`src/rtl/uart_pkg.sv`:
```
// rtl/uart_pkg.sv - shared UART types and constants for the command link
package uart_pkg;

    localparam int FRAME_BITS       = 10;
    localparam int DEFAULT_BAUD_DIV = 5208;
    localparam int DEFAULT_BYTE_TO  = 1048576;

    typedef enum logic [1:0] {
        RX_IDLE,
        RX_START,
        RX_DATA,
        RX_STOP
    } rx_state_t;

    typedef enum logic {
        WAIT_HI,
        WAIT_LO
    } asm_state_t;

endpackage

```
`src/rtl/uart_rx.sv`:
```
// rtl/uart_rx.sv - 8N1 receiver with synchronizer and start-bit glitch rejection
module uart_rx
    import uart_pkg::*;
#(
    parameter int BAUD_DIV = DEFAULT_BAUD_DIV
)
(
    input  logic       clk,
    input  logic       rst,
    input  logic       RX,
    output logic [7:0] rx_data,
    output logic       byte_rdy,
    output logic       frm_err,
    output logic       start_ok
);

    localparam int CW = $clog2(BAUD_DIV);
    localparam logic [CW-1:0] BIT_LAST  = CW'(BAUD_DIV - 1);
    localparam logic [CW-1:0] HALF_LAST = CW'(BAUD_DIV / 2 - 1);

    logic            r_sync1;
    logic            r_sync2;
    logic            r_prev;
    rx_state_t       r_state;
    logic [CW-1:0]   r_cnt;
    logic [2:0]      r_bit;
    logic [7:0]      r_shift;
    logic            r_byte_rdy;
    logic            r_frm_err;
    logic            r_start_ok;
    logic            w_fall;

    // r_prev resets low so a start is only accepted after the line has been seen high
    assign w_fall = r_prev & ~r_sync2;

    // Two-flop synchronizer (preset high = idle line) plus one-cycle history for edge detection
    always_ff @(posedge clk or posedge rst) begin
        if (rst) begin
            r_sync1 <= 1'b1;
            r_sync2 <= 1'b1;
            r_prev  <= 1'b0;
        end else begin
            r_sync1 <= RX;
            r_sync2 <= r_sync1;
            r_prev  <= r_sync2;
        end
    end

    // Frame FSM: validate start at half bit, sample data at bit centers, check stop bit
    always_ff @(posedge clk or posedge rst) begin
        if (rst) begin
            r_state    <= RX_IDLE;
            r_cnt      <= '0;
            r_bit      <= '0;
            r_shift    <= '0;
            r_byte_rdy <= 1'b0;
            r_frm_err  <= 1'b0;
            r_start_ok <= 1'b0;
        end else begin
            r_byte_rdy <= 1'b0;
            r_frm_err  <= 1'b0;
            r_start_ok <= 1'b0;
            case (r_state)
                RX_IDLE: begin
                    if (w_fall) begin
                        r_state <= RX_START;
                        r_cnt   <= '0;
                    end
                end
                RX_START: begin
                    if (r_cnt == HALF_LAST) begin
                        r_cnt <= '0;
                        if (r_sync2) begin
                            r_state <= RX_IDLE;
                        end else begin
                            r_state    <= RX_DATA;
                            r_bit      <= '0;
                            r_start_ok <= 1'b1;
                        end
                    end else begin
                        r_cnt <= r_cnt + 1'b1;
                    end
                end
                RX_DATA: begin
                    if (r_cnt == BIT_LAST) begin
                        r_cnt   <= '0;
                        r_shift <= {r_sync2, r_shift[7:1]};
                        r_bit   <= r_bit + 1'b1;
                        if (r_bit == 3'd7) begin
                            r_state <= RX_STOP;
                        end
                    end else begin
                        r_cnt <= r_cnt + 1'b1;
                    end
                end
                RX_STOP: begin
                    if (r_cnt == BIT_LAST) begin
                        r_cnt   <= '0;
                        r_state <= RX_IDLE;
                        if (r_sync2) begin
                            r_byte_rdy <= 1'b1;
                        end else begin
                            r_frm_err <= 1'b1;
                        end
                    end else begin
                        r_cnt <= r_cnt + 1'b1;
                    end
                end
                default: r_state <= RX_IDLE;
            endcase
        end
    end

    assign rx_data  = r_shift;
    assign byte_rdy = r_byte_rdy;
    assign frm_err  = r_frm_err;
    assign start_ok = r_start_ok;

endmodule

```
`src/rtl/cmd_resp_wrapper.sv`:
```
// rtl/cmd_resp_wrapper.sv - UART command assembler and response serializer
module cmd_resp_wrapper
    import uart_pkg::*;
#(
    parameter int BAUD_DIV = DEFAULT_BAUD_DIV,
    parameter int BYTE_TO  = DEFAULT_BYTE_TO
)
(
    input  logic        clk,
    input  logic        rst,
    input  logic        RX,
    output logic        TX,
    output logic [15:0] cmd,
    output logic        cmd_rdy,
    input  logic        clr_cmd_rdy,
    input  logic [7:0]  resp,
    input  logic        trmt,
    output logic        tx_done,
    output logic        frm_err
);

    localparam int CW = $clog2(BAUD_DIV);
    localparam int TW = $clog2(BYTE_TO);
    localparam int NW = $clog2(FRAME_BITS);
    localparam logic [CW-1:0] BIT_LAST = CW'(BAUD_DIV - 1);
    localparam logic [TW-1:0] TO_LAST  = TW'(BYTE_TO - 1);
    localparam logic [NW-1:0] BN_LAST  = NW'(FRAME_BITS - 1);

    logic [7:0]            w_rx_data;
    logic                  w_byte_rdy;
    logic                  w_frm_err;
    logic                  w_start_ok;

    asm_state_t            r_asm;
    logic [7:0]            r_hi;
    logic [15:0]           r_cmd;
    logic                  r_cmd_rdy;
    logic [TW-1:0]         r_to;

    logic [FRAME_BITS-1:0] r_tx_shift;
    logic                  r_tx_busy;
    logic [CW-1:0]         r_baud;
    logic [NW-1:0]         r_bitn;
    logic                  r_tx_done;

    uart_rx #(
        .BAUD_DIV (BAUD_DIV)
    ) u_rx (
        .clk      (clk),
        .rst      (rst),
        .RX       (RX),
        .rx_data  (w_rx_data),
        .byte_rdy (w_byte_rdy),
        .frm_err  (w_frm_err),
        .start_ok (w_start_ok)
    );

    // Two-byte assembly with inter-byte timeout; a set of cmd_rdy overrides a same-cycle clear
    always_ff @(posedge clk or posedge rst) begin
        if (rst) begin
            r_asm     <= WAIT_HI;
            r_hi      <= '0;
            r_cmd     <= '0;
            r_cmd_rdy <= 1'b0;
            r_to      <= '0;
        end else begin
            if (clr_cmd_rdy || (w_start_ok && r_asm == WAIT_HI)) begin
                r_cmd_rdy <= 1'b0;
            end
            case (r_asm)
                WAIT_HI: begin
                    if (w_byte_rdy) begin
                        r_hi  <= w_rx_data;
                        r_to  <= '0;
                        r_asm <= WAIT_LO;
                    end
                end
                WAIT_LO: begin
                    if (w_byte_rdy) begin
                        r_cmd     <= {r_hi, w_rx_data};
                        r_cmd_rdy <= 1'b1;
                        r_asm     <= WAIT_HI;
                    end else if (w_frm_err || r_to == TO_LAST) begin
                        r_asm <= WAIT_HI;
                    end else begin
                        r_to <= r_to + 1'b1;
                    end
                end
                default: r_asm <= WAIT_HI;
            endcase
        end
    end

    // Response serializer: the shifter backfills ones so TX naturally idles high
    always_ff @(posedge clk or posedge rst) begin
        if (rst) begin
            r_tx_shift <= '1;
            r_tx_busy  <= 1'b0;
            r_baud     <= '0;
            r_bitn     <= '0;
            r_tx_done  <= 1'b0;
        end else if (!r_tx_busy) begin
            if (trmt) begin
                r_tx_shift <= {1'b1, resp, 1'b0};
                r_tx_busy  <= 1'b1;
                r_baud     <= '0;
                r_bitn     <= '0;
                r_tx_done  <= 1'b0;
            end
        end else if (r_baud == BIT_LAST) begin
            r_baud     <= '0;
            r_tx_shift <= {1'b1, r_tx_shift[FRAME_BITS-1:1]};
            if (r_bitn == BN_LAST) begin
                r_tx_busy <= 1'b0;
                r_tx_done <= 1'b1;
            end else begin
                r_bitn <= r_bitn + 1'b1;
            end
        end else begin
            r_baud <= r_baud + 1'b1;
        end
    end

    assign TX      = r_tx_shift[0];
    assign cmd     = r_cmd;
    assign cmd_rdy = r_cmd_rdy;
    assign tx_done = r_tx_done;
    assign frm_err = w_frm_err;

endmodule

```
`config.mk`:
```
export PLATFORM = sky130hd
export DESIGN_NAME = cmd_resp_wrapper
export DESIGN_NICKNAME = d
export VERILOG_FILES = /design/src/rtl/uart_pkg.sv /design/src/rtl/uart_rx.sv /design/src/rtl/cmd_resp_wrapper.sv
export SDC_FILE = /design/constraint.sdc
export NUM_CORES = 1
export LEC_CHECK = 0
export BUFFER_PORTS_ARGS = -buffer_cell sky130_fd_sc_hd__buf_2
export CORE_ASPECT_RATIO = 1.75
export CORE_UTILIZATION = 50
export DETAILED_ROUTE_END_ITERATION = 6
export GPL_ROUTABILITY_DRIVEN = 0
export HOLD_SLACK_MARGIN = 0.1
export MAX_ROUTING_LAYER = met4
export PLACE_DENSITY = 0.67
export REMOVE_ABC_BUFFERS = 1
export SLEW_MARGIN = 20
export SYNTH_ARGS = -nofsm -noshare
export SYNTH_HDL_FRONTEND = slang
export SYNTH_HIERARCHICAL = 1
export SYNTH_SLANG_ARGS = --single-unit
```
`constraint.sdc`:
```
create_clock -name clk -period 2.56 [get_ports clk]
set_input_delay 0.256 -clock clk [delete_from_list [all_inputs] [get_ports clk]]
set_output_delay 0.256 -clock clk [all_outputs]
set_load 0.01 [all_outputs]
```
Word level (Yosys, flattened, before mapping)
Index checks and enable logic that the tools add are counted.

cells by class
  eq/ne operators = 21
  mux-type cells = 52
  $add $sub $neg = 5
  reduce and logical (&&, ||, !) cells = 16
  bitwise operators = 3

operators by type and width
  cell                   number
  $mux 13                6
  $mux 20                3
  $pmux 20 s2            1
  $pmux 13 s3            1
  $mux 10                3
  $add 13x1->13 const B  2
  $eq 13x13->1 const B   2
  $mux 1                 22
  $add 20x1->20 const B  1
  $eq 20x20->1 const B   1
  $mux 4                 4
  $ne 2x1->1 const B     8
  $eq 13x12->1 const B   1
  $mux 2                 6
  $mux 3                 3
  $reduce_and 3->1       3
  $ne 2x2->1 const B     4
  $pmux 2 s4             1
  $reduce_and 2->1       4
  $pmux 3 s2             1
  $reduce_and 5->1       1
  $add 4x1->4 const B    1
  $eq 2x2->1 const B     2
  $eq 4x4->1 const B     1
  12 further kinds       15

word-level totals
  output and inout bits = 20
  word-level logic and storage cells = 117
  bits of input ports = 13
  register bits = 107

Longest topological paths before layout
  depth after elaboration = 6
  depth in mapped cells = 7
  depth with buffers taken out = 6

Cells and area by module
Netlist, hierarchy kept.

by module, submodules not included
  module            area an instance (um^2)  sequential area each (um^2)  cells an instance  instances
  cmd_resp_wrapper  3,553.4                  1,863.0                      343                1
  uart_rx           1,531.5                  803.3                        138                1

Worst setup path after synthesis
OpenSTA, ideal clock, no wires.

  path kind = reg-to-reg
  start = register u_rx.r_byte_rdy, in the netlist u_rx/byte_rdy
  end = register r_to[13]
  stages on the path, launching flop included = 7
  path buffers = 2
  data arrival time = 2.155 ns
  library setup time = 0.078 ns
  period minus slack after synthesis = 2.233 ns
  slack = 0.327 ns
  data required time = 2.482 ns
  cells stage by stage = dfrtp_1 or3b_1 buf_2 or4_1 buf_2 or4_1 a21oi_1

between the ends
  word-level cells in the longest chain between the ends = 2
  elaborated cells between the ends (all ways) = 3
  those cells by class = eq/ne (2); reduce/logical (1)

RTL lines
  what                                                       line                    RTL
  start: declaration                                         uart_rx.sv:28           logic r_byte_rdy;
  start signal: assignment                                   uart_rx.sv:56           r_byte_rdy <= 1'b0;
  start signal: assignment                                   uart_rx.sv:60           r_byte_rdy <= 1'b0;
  start signal: assignment                                   uart_rx.sv:101          r_byte_rdy <= 1'b1;
  $ne 2x1->1 (no line) / $ne 2x2->1 (equally long branches)  n/a
  $reduce_and 3->1 (no line) *                               n/a
  end signal: assignment                                     cmd_resp_wrapper.sv:86  r_to <= r_to + 1'b1;
  end: declaration                                           cmd_resp_wrapper.sv:38  logic [TW-1:0] r_to;

Every way passes the cells marked *; elsewhere a longest branch is shown, timed or not.
A chain may end at the register's enable or synchronous reset.

Worst setup path in the final report
  start = register r_baud[7]
  end = register r_tx_shift[3]

between the ends
  word-level cells in the longest chain between the ends = 3

RTL lines
  what                        line                     RTL
  start: declaration          cmd_resp_wrapper.sv:42   logic [CW-1:0] r_baud;
  start signal: assignment    cmd_resp_wrapper.sv:120  r_baud <= r_baud + 1'b1;
  $eq 13x13->1                cmd_resp_wrapper.sv:110  end else if (r_baud == BIT_LAST) begin
  $ne 2x1->1 (no line)        n/a
  $reduce_and 2->1 (no line)  n/a
  end signal: assignment      cmd_resp_wrapper.sv:104  r_tx_shift <= {1'b1, resp, 1'b0};
  end signal: assignment      cmd_resp_wrapper.sv:112  r_tx_shift <= {1'b1, r_tx_shift[FRAME_BITS-1:1]};
  end: declaration            cmd_resp_wrapper.sv:40   logic [FRAME_BITS-1:0] r_tx_shift;

No other way between the ends.

==> results_dict.tcl <==
set metrics [dict create \
    grt_pass1_wl_um 17790 \
    finClkSkew_ps 6.398 \
    cts_tree "yes" \
    via_count 3900 \
    crit_type "flop to flop" \
    clockBufferDepth 2 \
    synth_ff_type "dfrtp_1" \
    syn_area_sq_mm 0.005085 \
    p_leak_nw 2.705 \
    dieArea_sq_mm 0.01059 \
    comb_power_share_pct 15.4 \
    viasPerCell 5.991 \
    grt_overflow_total 0 \
    slew_violations 0 \
    arrival_ps 2600 \
    ant_nets 0 \
    crit_fanout 8 \
    synth_edf_count 0 \
    portBuffers 32 \
    multi_input_area_sq_mm 0.002275 \
    tns_ps 0 \
    clock-sinks 106 \
    drc 0 \
    p_per_area_mw_per_mm2 720.9 \
    antenna_found_initial 0 \
    async_flop_share_pct 100.0 \
    avgSynthCellArea_sq_um 10.57 \
    rsz0062_at_grt "false" \
    nets 541 \
    drtPass1Iterations 6 \
    finalCritPeriodShare_pct 90.08 \
    p_seq_share_pct 50.5 \
    htreeDepth 3 \
    cp.required_ps 2850 \
    finish.utilization_pct 58.52 \
    netSwitchingFraction_pct 31.33 \
    outcome "completed" \
    layout-drive-gt1-share_pct 21.29 \
    maxCapViolCount 0 \
    hp-class "input port to flop" \
    hold_violations 0 \
    min_period_ps 2306 \
    num_antenna_cells 0 \
    hold_path_depth 2 \
    area_growth_pct 13.36 \
    cts-resized-gates 0 \
    max_clock_freq_mhz 433.6 \
    grtUsageTotal_pct 21.95 \
    final.fill_count 849 \
    core_sq_mm 0.009849 \
    cts_made_buffers 9 \
    end_kind "flop" \
    ir_drop_uv 601.0 \
    p_int_mw 2.853 \
    die-width_um 78.23 \
    die_height_um 135.4 \
    clk_latency_ps 350 \
    initial_core_util_pct 51.63 \
    ys_warn_count 6 \
    num_rows 48 \
    pwr-share-clk_pct 34.2 \
    drt-total-wl_um 10470 \
    relSlewSlack_pct 43.30 \
    hpwl_um 7332 \
    reg2reg_depth 4 \
    grt_max_degree 46 \
    post_drt_wl_per_cell_um 16.08 \
    register_area_sq_mm 0.002666 \
    p_switching_mw 1.302 \
    grt_pass1_vias 3826 \
    synthCells 481 \
    startpoint_type "flop" \
    cts_root_buf "clkbuf_16" \
    total_power_mw 4.155 \
    ys_ff_latch 106 \
    yosysUniqueCellTypes 67 \
    cts.clk_slew.worst_paths_ps 80 \
    setup_viol 0 \
    drt_iter0_drc 313 \
    tightest_slew_ps 845.4 \
    yosysSeqAreaShare_pct 52.44 \
    io_pins 33 \
]
[flip-flops by register name, indices dropped and copies added, names as in the netlist, 3 cells and up, named ones only]
register / count
cmd: 16
u_rx/r_cnt: 13
u_rx/rx_data: 8
r_baud: 13
r_tx_shift: 9
r_to: 20
u_rx/r_bit: 3
r_hi: 8
r_bitn: 4
[power by group through the flow]
| stage | Sequential [mW] | Combinational [mW] | Clock, mW |
|---|---|---|---|
| finish | 2.10 | 0.638 | 1.42 |
| global route | 2.13 | 0.728 | 1.53 |
| CTS | 2.09 | 0.647 | 1.46 |
| detailed placement | 2.12 | 0.644 | 0 |
| global placement | 2.11 | 0.616 | 0 |
| floorplan | 2.06 | 0.513 | 0 |
[per-layer routing]
metal,track usage (%),part of all wire (%),vias to the layer above
met3,3.704,2.9,11
met5,-,0,-
met1,25.41,42,1944
met2,37.91,53,71
met4,8.128,1.4,0
li1,-,-,1874
[synthesized netlist by cell type (all sizes together), types with 3 or more instances]
library cell	count	area, sq um
a21oi	20	100.1
o221a	7	78.83
nand3	18	95.09
and3	9	56.30
or3	12	75.07
ha	7	87.58
dfrtp	95	2377
xnor2	4	35.03
a41oi	5	43.79
nor4	8	50.05
clkbuf	12	45.04
nor3b	4	35.03
mux2	25	281.5
xor2	3	26.28
a31oi	17	106.4
o22ai	5	31.28
o21ai	17	85.08
buf	5	31.28
a221o	3	30.03
nand2b	7	43.79
inv	18	67.56
dfstp	11	289.0
nand4	13	81.33
nor3	4	20.02
nor2	27	108.9
or4	3	22.52
mux2i	10	100.1
o311ai	3	26.28
a22o	5	43.79
nand2	62	232.7
[worst max-delay path, cell delays in order, from the launching register on]
cell and delay, ps:
dfrtp_1 460, nor4bb_1 640, a31oi_1 370, nor2_1 500
o221a_2 280
[path summary, 6_finish.rpt]
check | slack (ps) | endpoint | from
worst min-delay path | 120 | r_bitn[0] | trmt
worst min register to register | 360 | u_rx/r_sync2 | u_rx/r_sync1
min in group asynchronous | 540 | r_baud[0] | rst
worst max-delay path | 250 | r_tx_shift[3] | r_baud[7]
worst max register to register | 250 | r_tx_shift[3] | r_baud[7]
max in group asynchronous | 1350 | r_to[17] | rst
[cells in the final DEF (no fill, tap or decap), types with 8 or more instances in the layout]
cell type and n:
dfrtp_1 95, nand2_1 62, buf_2 32, nor2_1 26, mux2_2 25, a21oi_1 20, inv_1 17, nand3_1 17
o21ai_0 17, a31oi_1 17, nand4_1 13, or3_1 12, buf_4 11, dfstp_2 11, mux2i_1 10, and3_1 9
clkbuf_16 9, nor4_1 8
[metrics by stage]
stage | instance area (sq um) | hold WS (ps) | setup WS (ps) | instances
floorplan | 5009 | 260.5 | 267.2 | 464
global placement | 5428 | 345.9 | 360.8 | 633
detailed placement | 5428 | 351.7 | 300.8 | 633
CTS | 5764 | 118.4 | 290.5 | 651
global route | 5764 | 126.9 | 73.26 | 651
finish | 5764 | 124.4 | 253.8 | 651
[timing repair]
item                      in CTS  in global routing
buffers inserted               0                  0
hold endpoints to repair      51                  0
hold buffers                   2                  0
[area by class of cell]
class	instances	area share, %
well taps	125	2.713
repair buffers	46	4.906
clock buffers	9	3.907
clock inverters	7	1.585
flip-flops and latches	106	46.26
multi-input cells	340	39.46
inverters	18	1.172
[kinds of logic after synthesis]
| logic type | synth area share [%] |
|---|---|
| AOI/OAI and AO/OA | 15.23 |
| adders and majority gates | 1.722 |
| buffers and inverters | 2.830 |
| muxes | 7.505 |
| DFF | 52.44 |
| and+or+nand+nor | 19.07 |
| xor gates and xnor gates | 1.206 |
(Power assumes the default switching activity.)
